===== config.mk =====
export PLATFORM = sky130hd
export DESIGN_NAME = cache_assoc_ctrl
export DESIGN_NICKNAME = d
export VERILOG_FILES = /design/src/rtl/cache_assoc_ctrl.sv
export SDC_FILE = /design/constraint.sdc
export NUM_CORES = 2
export LEC_CHECK = 0
export ABC_CLOCK_PERIOD_IN_PS = 4600
export CORE_AREA = 2 2 488 490
export DETAILED_ROUTE_END_ITERATION = 6
export DIE_AREA = 0 0 490 492
export PLACE_DENSITY = 0.54
export SETUP_SLACK_MARGIN = 0.5
export SYNTH_ARGS = -nofsm -noshare
export SYNTH_HDL_FRONTEND = slang
export SYNTH_SLANG_ARGS = --single-unit
export TNS_END_PERCENT = 30

===== constraint.sdc =====
create_clock -name clk -period 4.6 [get_ports clk]
set_input_delay 0.69 -clock clk [delete_from_list [all_inputs] [get_ports clk]]
set_output_delay 0.69 -clock clk [all_outputs]
set_load 0.05 [all_outputs]

===== src/rtl/cache_assoc_ctrl.sv =====
// Set-associative cache tag/state controller: tracks tags, valid, dirty and age bits
// per line and reports hit/miss, victim way and dirty write-backs for one request at a time.
module cache_assoc_ctrl #(
  parameter int ADDR_W    = 32,
  parameter int CACHESIZE = 1024,
  parameter int BLOCKSIZE = 16,
  parameter int ASSOC     = 4,
  parameter int COUNT_W   = 16
) (
  input  logic                     clk,
  input  logic                     reset,
  input  logic                     replace_policy,
  input  logic                     write_policy,
  input  logic                     req_valid,
  output logic                     req_ready,
  input  logic [ADDR_W-1:0]        req_addr,
  input  logic                     req_write,
  output logic                     resp_valid,
  output logic                     resp_hit,
  output logic [$clog2(ASSOC)-1:0] resp_way,
  output logic                     resp_wb,
  output logic [ADDR_W-1:0]        wb_addr,
  output logic [COUNT_W-1:0]       num_reads,
  output logic [COUNT_W-1:0]       num_writes,
  output logic [COUNT_W-1:0]       num_read_misses,
  output logic [COUNT_W-1:0]       num_write_misses,
  output logic [COUNT_W-1:0]       num_writebacks
);

  localparam int NUMSETS = (CACHESIZE / (BLOCKSIZE * ASSOC) > 0) ? CACHESIZE / (BLOCKSIZE * ASSOC) : 1;
  localparam int OFF_W   = $clog2(BLOCKSIZE);
  localparam int IDX_W   = $clog2(NUMSETS);
  localparam int TAG_W   = ADDR_W - OFF_W - IDX_W;
  localparam int LINE_W  = ADDR_W - OFF_W;
  localparam int WAY_W   = $clog2(ASSOC);
  localparam int SET_W   = (IDX_W > 0) ? IDX_W : 1;

  typedef enum logic [1:0] {IDLE, LOOKUP, UPDATE, RESP} state_t;

  state_t state, next_state;

  logic [TAG_W-1:0] tag_mem   [NUMSETS][ASSOC];
  logic             valid_mem [NUMSETS][ASSOC];
  logic             dirty_mem [NUMSETS][ASSOC];
  logic [WAY_W-1:0] age_mem   [NUMSETS][ASSOC];

  logic [LINE_W-1:0] line_q;
  logic              write_q, lru_q, wt_q;
  logic              hit_q, vvalid_q, vdirty_q;
  logic [WAY_W-1:0]  way_q, age_q;
  logic [TAG_W-1:0]  vtag_q;

  logic [TAG_W-1:0]  tag;
  logic [SET_W-1:0]  idx;
  logic              unused_offset;

  assign tag           = line_q[LINE_W-1 -: TAG_W];
  assign unused_offset = ^req_addr[OFF_W-1:0];

  generate
    if (IDX_W > 0) begin : g_idx
      assign idx = line_q[SET_W-1:0];
    end else begin : g_no_idx
      assign idx = 1'b0;
    end
  endgenerate

  always_ff @(posedge clk) begin
    if (!reset) state <= IDLE;
    else        state <= next_state;
  end

  always_comb begin
    next_state = state;
    req_ready  = 1'b0;
    resp_valid = 1'b0;
    case (state)
      IDLE: begin
        req_ready = 1'b1;
        if (req_valid) next_state = LOOKUP;
      end
      LOOKUP:  next_state = UPDATE;
      UPDATE:  next_state = RESP;
      RESP: begin
        resp_valid = 1'b1;
        next_state = IDLE;
      end
      default: next_state = IDLE;
    endcase
  end

  // Tag match and victim choice: first empty way, otherwise the oldest (age ASSOC-1).
  logic             lk_hit, lk_free;
  logic [WAY_W-1:0] lk_hit_way, lk_victim, lk_cnt;

  always_comb begin
    lk_hit     = 1'b0;
    lk_free    = 1'b0;
    lk_hit_way = '0;
    lk_victim  = '0;
    lk_cnt     = '0;
    for (int w = 0; w < ASSOC; w++) begin
      if (valid_mem[idx][w] && tag_mem[idx][w] == tag) begin
        lk_hit     = 1'b1;
        lk_hit_way = WAY_W'(w);
      end
      if (!valid_mem[idx][w] && !lk_free) begin
        lk_free   = 1'b1;
        lk_victim = WAY_W'(w);
      end
      if (valid_mem[idx][w]) lk_cnt = lk_cnt + 1'b1;
    end
    if (!lk_free) begin
      for (int w = 0; w < ASSOC; w++) begin
        if (age_mem[idx][w] == WAY_W'(ASSOC - 1)) lk_victim = WAY_W'(w);
      end
    end
  end

  logic              alloc, touch, do_wb;
  logic [LINE_W-1:0] wb_line;

  always_comb begin
    alloc   = !hit_q && !(write_q && wt_q);
    touch   = alloc || (hit_q && lru_q);
    do_wb   = alloc && vvalid_q && vdirty_q;
    wb_line = (LINE_W'(vtag_q) << IDX_W) | LINE_W'(idx);
  end

  always_ff @(posedge clk) begin
    if (!reset) begin
      for (int s = 0; s < NUMSETS; s++) begin
        for (int w = 0; w < ASSOC; w++) begin
          valid_mem[s][w] <= 1'b0;
          dirty_mem[s][w] <= 1'b0;
          age_mem[s][w]   <= '0;
        end
      end
      line_q           <= '0;
      write_q          <= 1'b0;
      lru_q            <= 1'b0;
      wt_q             <= 1'b0;
      hit_q            <= 1'b0;
      vvalid_q         <= 1'b0;
      vdirty_q         <= 1'b0;
      way_q            <= '0;
      age_q            <= '0;
      vtag_q           <= '0;
      resp_hit         <= 1'b0;
      resp_way         <= '0;
      resp_wb          <= 1'b0;
      wb_addr          <= '0;
      num_reads        <= '0;
      num_writes       <= '0;
      num_read_misses  <= '0;
      num_write_misses <= '0;
      num_writebacks   <= '0;
    end else begin
      case (state)
        IDLE: begin
          if (req_valid) begin
            line_q  <= req_addr[ADDR_W-1:OFF_W];
            write_q <= req_write;
            lru_q   <= replace_policy;
            wt_q    <= write_policy;
          end
        end
        LOOKUP: begin
          hit_q    <= lk_hit;
          way_q    <= lk_hit ? lk_hit_way : lk_victim;
          vvalid_q <= valid_mem[idx][lk_victim];
          vdirty_q <= dirty_mem[idx][lk_victim];
          vtag_q   <= tag_mem[idx][lk_victim];
          if (lk_hit)                          age_q <= age_mem[idx][lk_hit_way];
          else if (valid_mem[idx][lk_victim])  age_q <= age_mem[idx][lk_victim];
          else                                 age_q <= lk_cnt;
        end
        UPDATE: begin
          if (alloc) begin
            tag_mem[idx][way_q]   <= tag;
            valid_mem[idx][way_q] <= 1'b1;
            dirty_mem[idx][way_q] <= write_q;
          end
          if (hit_q && write_q && !wt_q) dirty_mem[idx][way_q] <= 1'b1;
          // Younger lines than the touched one slide back by one; the touched line becomes newest.
          if (touch) begin
            for (int w = 0; w < ASSOC; w++) begin
              if (valid_mem[idx][w] && age_mem[idx][w] < age_q)
                age_mem[idx][w] <= age_mem[idx][w] + 1'b1;
            end
            age_mem[idx][way_q] <= '0;
          end
          resp_hit <= hit_q;
          resp_way <= (alloc || hit_q) ? way_q : '0;
          resp_wb  <= do_wb;
          wb_addr  <= do_wb ? {wb_line, {OFF_W{1'b0}}} : '0;
          if (!write_q && num_reads != '1) num_reads <= num_reads + 1'b1;
          if (write_q && num_writes != '1) num_writes <= num_writes + 1'b1;
          if (!hit_q && !write_q && num_read_misses != '1) num_read_misses <= num_read_misses + 1'b1;
          if (!hit_q && write_q && num_write_misses != '1) num_write_misses <= num_write_misses + 1'b1;
          if (do_wb && num_writebacks != '1) num_writebacks <= num_writebacks + 1'b1;
        end
        default: ;
      endcase
    end
  end

endmodule

==> results.txt <==
status: finished clean
clock buffer depth: 3
layout cells sized above 1: 25.6%
top post-synthesis cells by area: edfxtp_1 (63%), mux4_2 (11%), dfxtp_1 (6.0%)
global-route wire length before repair: 368000 um
later-pin clock latency in the skew report: 0.87 ns
vias in the first global route: 47113
setup TNS: 0 ns
Mapped Area: 82000 um^2
Pwr per Cell Area: 492 nW/um^2
crit path launch type: register
Top FF cell, synth: edfxtp_1
Final Hold Vio Count: 0
Commonest cells post-synth: edfxtp_1 (1727), mux4_2 (413), nor2_1 (356), dfxtp_1 (245), nand2_1 (242)
Crit path largest cell delay: 0.76 ns
Row Count: 179
initial antenna violation count: 13
WHS: 0.200 ns
share of the synthesized area in the top cell type: 63.2%
DP Worst Slack: 0.0266 ns
CP Cell Sequence: clkinv_2 > buf_4 > buf_4 > mux4_2 > xor2_1 > nor4_1 > nand4_1 > buf_4 > mux2_4 > mux2i_1 > a21oi_1
area of the multi-input gates: 24300 um^2
Period Utilization, post-route: 89.8%
synthesized area per cell: 16.8 um^2
Initial Util: 34.7%
Register-to-Register Path Depth: 11
FF+latch count, synth: 1972
Peak Freq: 242 MHz
most used cell along the critical path: buf_4
Max-Cap Viols: 0
CP Max Fanout: 17
CP max-delay cell: mux4_2
Pre-antenna DRT Iters: 7
WP data required: 5.33 ns
ys async rst share: 0%
Num CTS Buffers: 204
Final min period: 4.13 ns
die area: 241000 um^2
Crit Path Category: reg -> reg
Chip Width: 490 um
Gate Count Post-Synth: 4870
Final ANT Viol Nets: 0
CTS tree: yes
pin slew with the least headroom to its limit: 1.19 ns
LEAKAGE: 32.1 nW
IO Pins: 156
Routed WL: 266000 um
RSZ-0062 raised after global routing: yes
GRT Overall Usage: 21.5%
pin count of the biggest net entering global routing: 277
core area: 236000 um^2
wire per inst: 30.7 um
fin util: 41.5%
Area Growth Syn to Fin: 19.4%
Seq/Total Area, Yosys: 69.2%
Post-CTS Hold Buffers: 0
worst relative slew slack: 20.1%
count leader, synth: edfxtp_1
Detail Placement HPWL: 166000 um
drt drc: 0
Synth cell types: 86
clk slew on worst S/H paths: 0.06 ns
DRT iter0 DRCs: 5795
Setup crit end: age_q[1]
maximum VDD drop: 0.000343 V
min-delay worst type: in -> reg
reg2reg setup slack: 0.47 ns
fillers: 21183
WP data arrival: 4.86 ns
Final Max Slew Viols: 0
total grt overflow: 0
reg-to-reg endpoint: age_q[1]
FF/Latch Area: 56800 um^2
post-synth top area cell: edfxtp_1
Synth Warn #: 0
die height: 492 um
# setup viols final: 0
Final Skew: 0.0629 ns
CTS Root Cell: clkbuf_16
Num Clock Sinks: 1972
critical path endpoint category: register
Placer Congestion: 0.932
Via density: 5.58
Final Net Count: 5402
routed vias: 48484
port bufs: 147
final worst slack: 0.468 ns
number of synthesized flops with an enable pin: 1727
CTS H-tree depth: 4
==> report_power, final <==
part	switching (mW)	internal [mW]
registers	0.548	20.4
clock network	7.05	9.35
logic	6.77	4.12
==> kinds of logic after synthesis <==
logic type                 synth area share, %
AOI/OAI and AO/OA                         4.94
muxes                                     15.3
xor gates and xnor gates                  1.99
buffers and inverters                     2.35
and+or+nand+nor                           5.86
other                                  0.00457
adders and majority gates                0.320
DFF                                       69.2
==> worst min path at each step <==
stage	start	end	slack (ns)	cells past startpoint
floorplan	valid_mem[13][2]	valid_mem[13][2]	0.42	1
global placement	valid_mem[5][0]	valid_mem[5][0]	0.43	1
detailed placement	valid_mem[13][2]	valid_mem[13][2]	0.43	1
CTS	reset	wt_q	0.13	2
global route	reset	wt_q	0.17	2
finish	reset	wt_q	0.20	2
==> flip-flops by register name (all words and copies together), names as in the netlist, 24 cells and up, named ones only <==
name,flops
tag_mem,1536
vtag_q,24
valid_mem,64
age_mem,128
line_q,28
dirty_mem,64
wb_addr,28
==> critical path: cells and delay by family, from the launching register on <==
family / cells / cell delay [ns]
compound gates: 1 / 0.08
mux: 3 / 1.22
simple gates: 2 / 0.49
buf+inv: 4 / 1.49
xor+xnor: 1 / 0.24
flops: 1 / 0.42
==> routing by layer <==
metal	track usage, %	routed length (um)
met4	8.81	11700
met5	0	69
met2	33.4	122000
met3	3.83	20800
met1	29.7	111000
==> layout by cell type (no fill, tap or decap), types with 16 or more instances in the layout <==
| cell | instances |
|---|---|
| nand4_1 | 36 |
| dfxtp_2 | 24 |
| nand3_1 | 46 |
| nor2b_1 | 81 |
| o22ai_1 | 23 |
| clkinv_1 | 45 |
| o211ai_1 | 23 |
| and2_1 | 87 |
| buf_12 | 42 |
| buf_16 | 16 |
| clkbuf_16 | 225 |
| a22oi_1 | 66 |
| buf_4 | 363 |
| dfxtp_1 | 217 |
| mux2_2 | 50 |
| nor3_1 | 21 |
| nor2_1 | 290 |
| o21ai_0 | 161 |
| clkdlybuf4s50_1 | 146 |
| clkbuf_1 | 48 |
| nor2_4 | 65 |
| xor2_1 | 54 |
| nand2b_1 | 20 |
| clkbuf_8 | 21 |
| a21o_1 | 65 |
| mux4_2 | 418 |
| a21boi_0 | 47 |
| a21oi_1 | 56 |
| xnor2_1 | 125 |
| edfxtp_1 | 1727 |
| nand2_1 | 240 |
| clkinv_2 | 31 |
| a211oi_1 | 30 |
| and3_1 | 26 |
| mux2i_1 | 217 |
| inv_1 | 20 |
==> timing repair <==
| action | in CTS | in global routing |
|---|---|---|
| setup buffers | 23 | 51 |
| gates resized for setup | 45 | 111 |
| pin swaps | 5 | 17 |
| setup endpoints to repair | 24 | 27 |
| gates cloned | 6 | 10 |
==> area by class of cell <==
class | instances | share of cell area [%]
flip-flops and latches | 1972 | 58.0
clock buffers | 283 | 5.96
multi-input cells | 2536 | 24.9
diodes | 2 | 0.00511
inverters | 28 | 0.121
clock inverters | 95 | 0.796
repair buffers | 601 | 6.21
well taps | 3167 | 4.05
==> per-stage QoR <==
step                      cell area [um^2]  cells  total power [mW]
final                                97900   8684              48.2
after global placement               89600   8214              31.2
after detailed placement             89600   8214              31.3
after CTS                            96800   8621              47.8
after floorplan                      82200   4873              26.8
after global routing                 97900   8683              49.5
(Power assumes the default switching activity.)
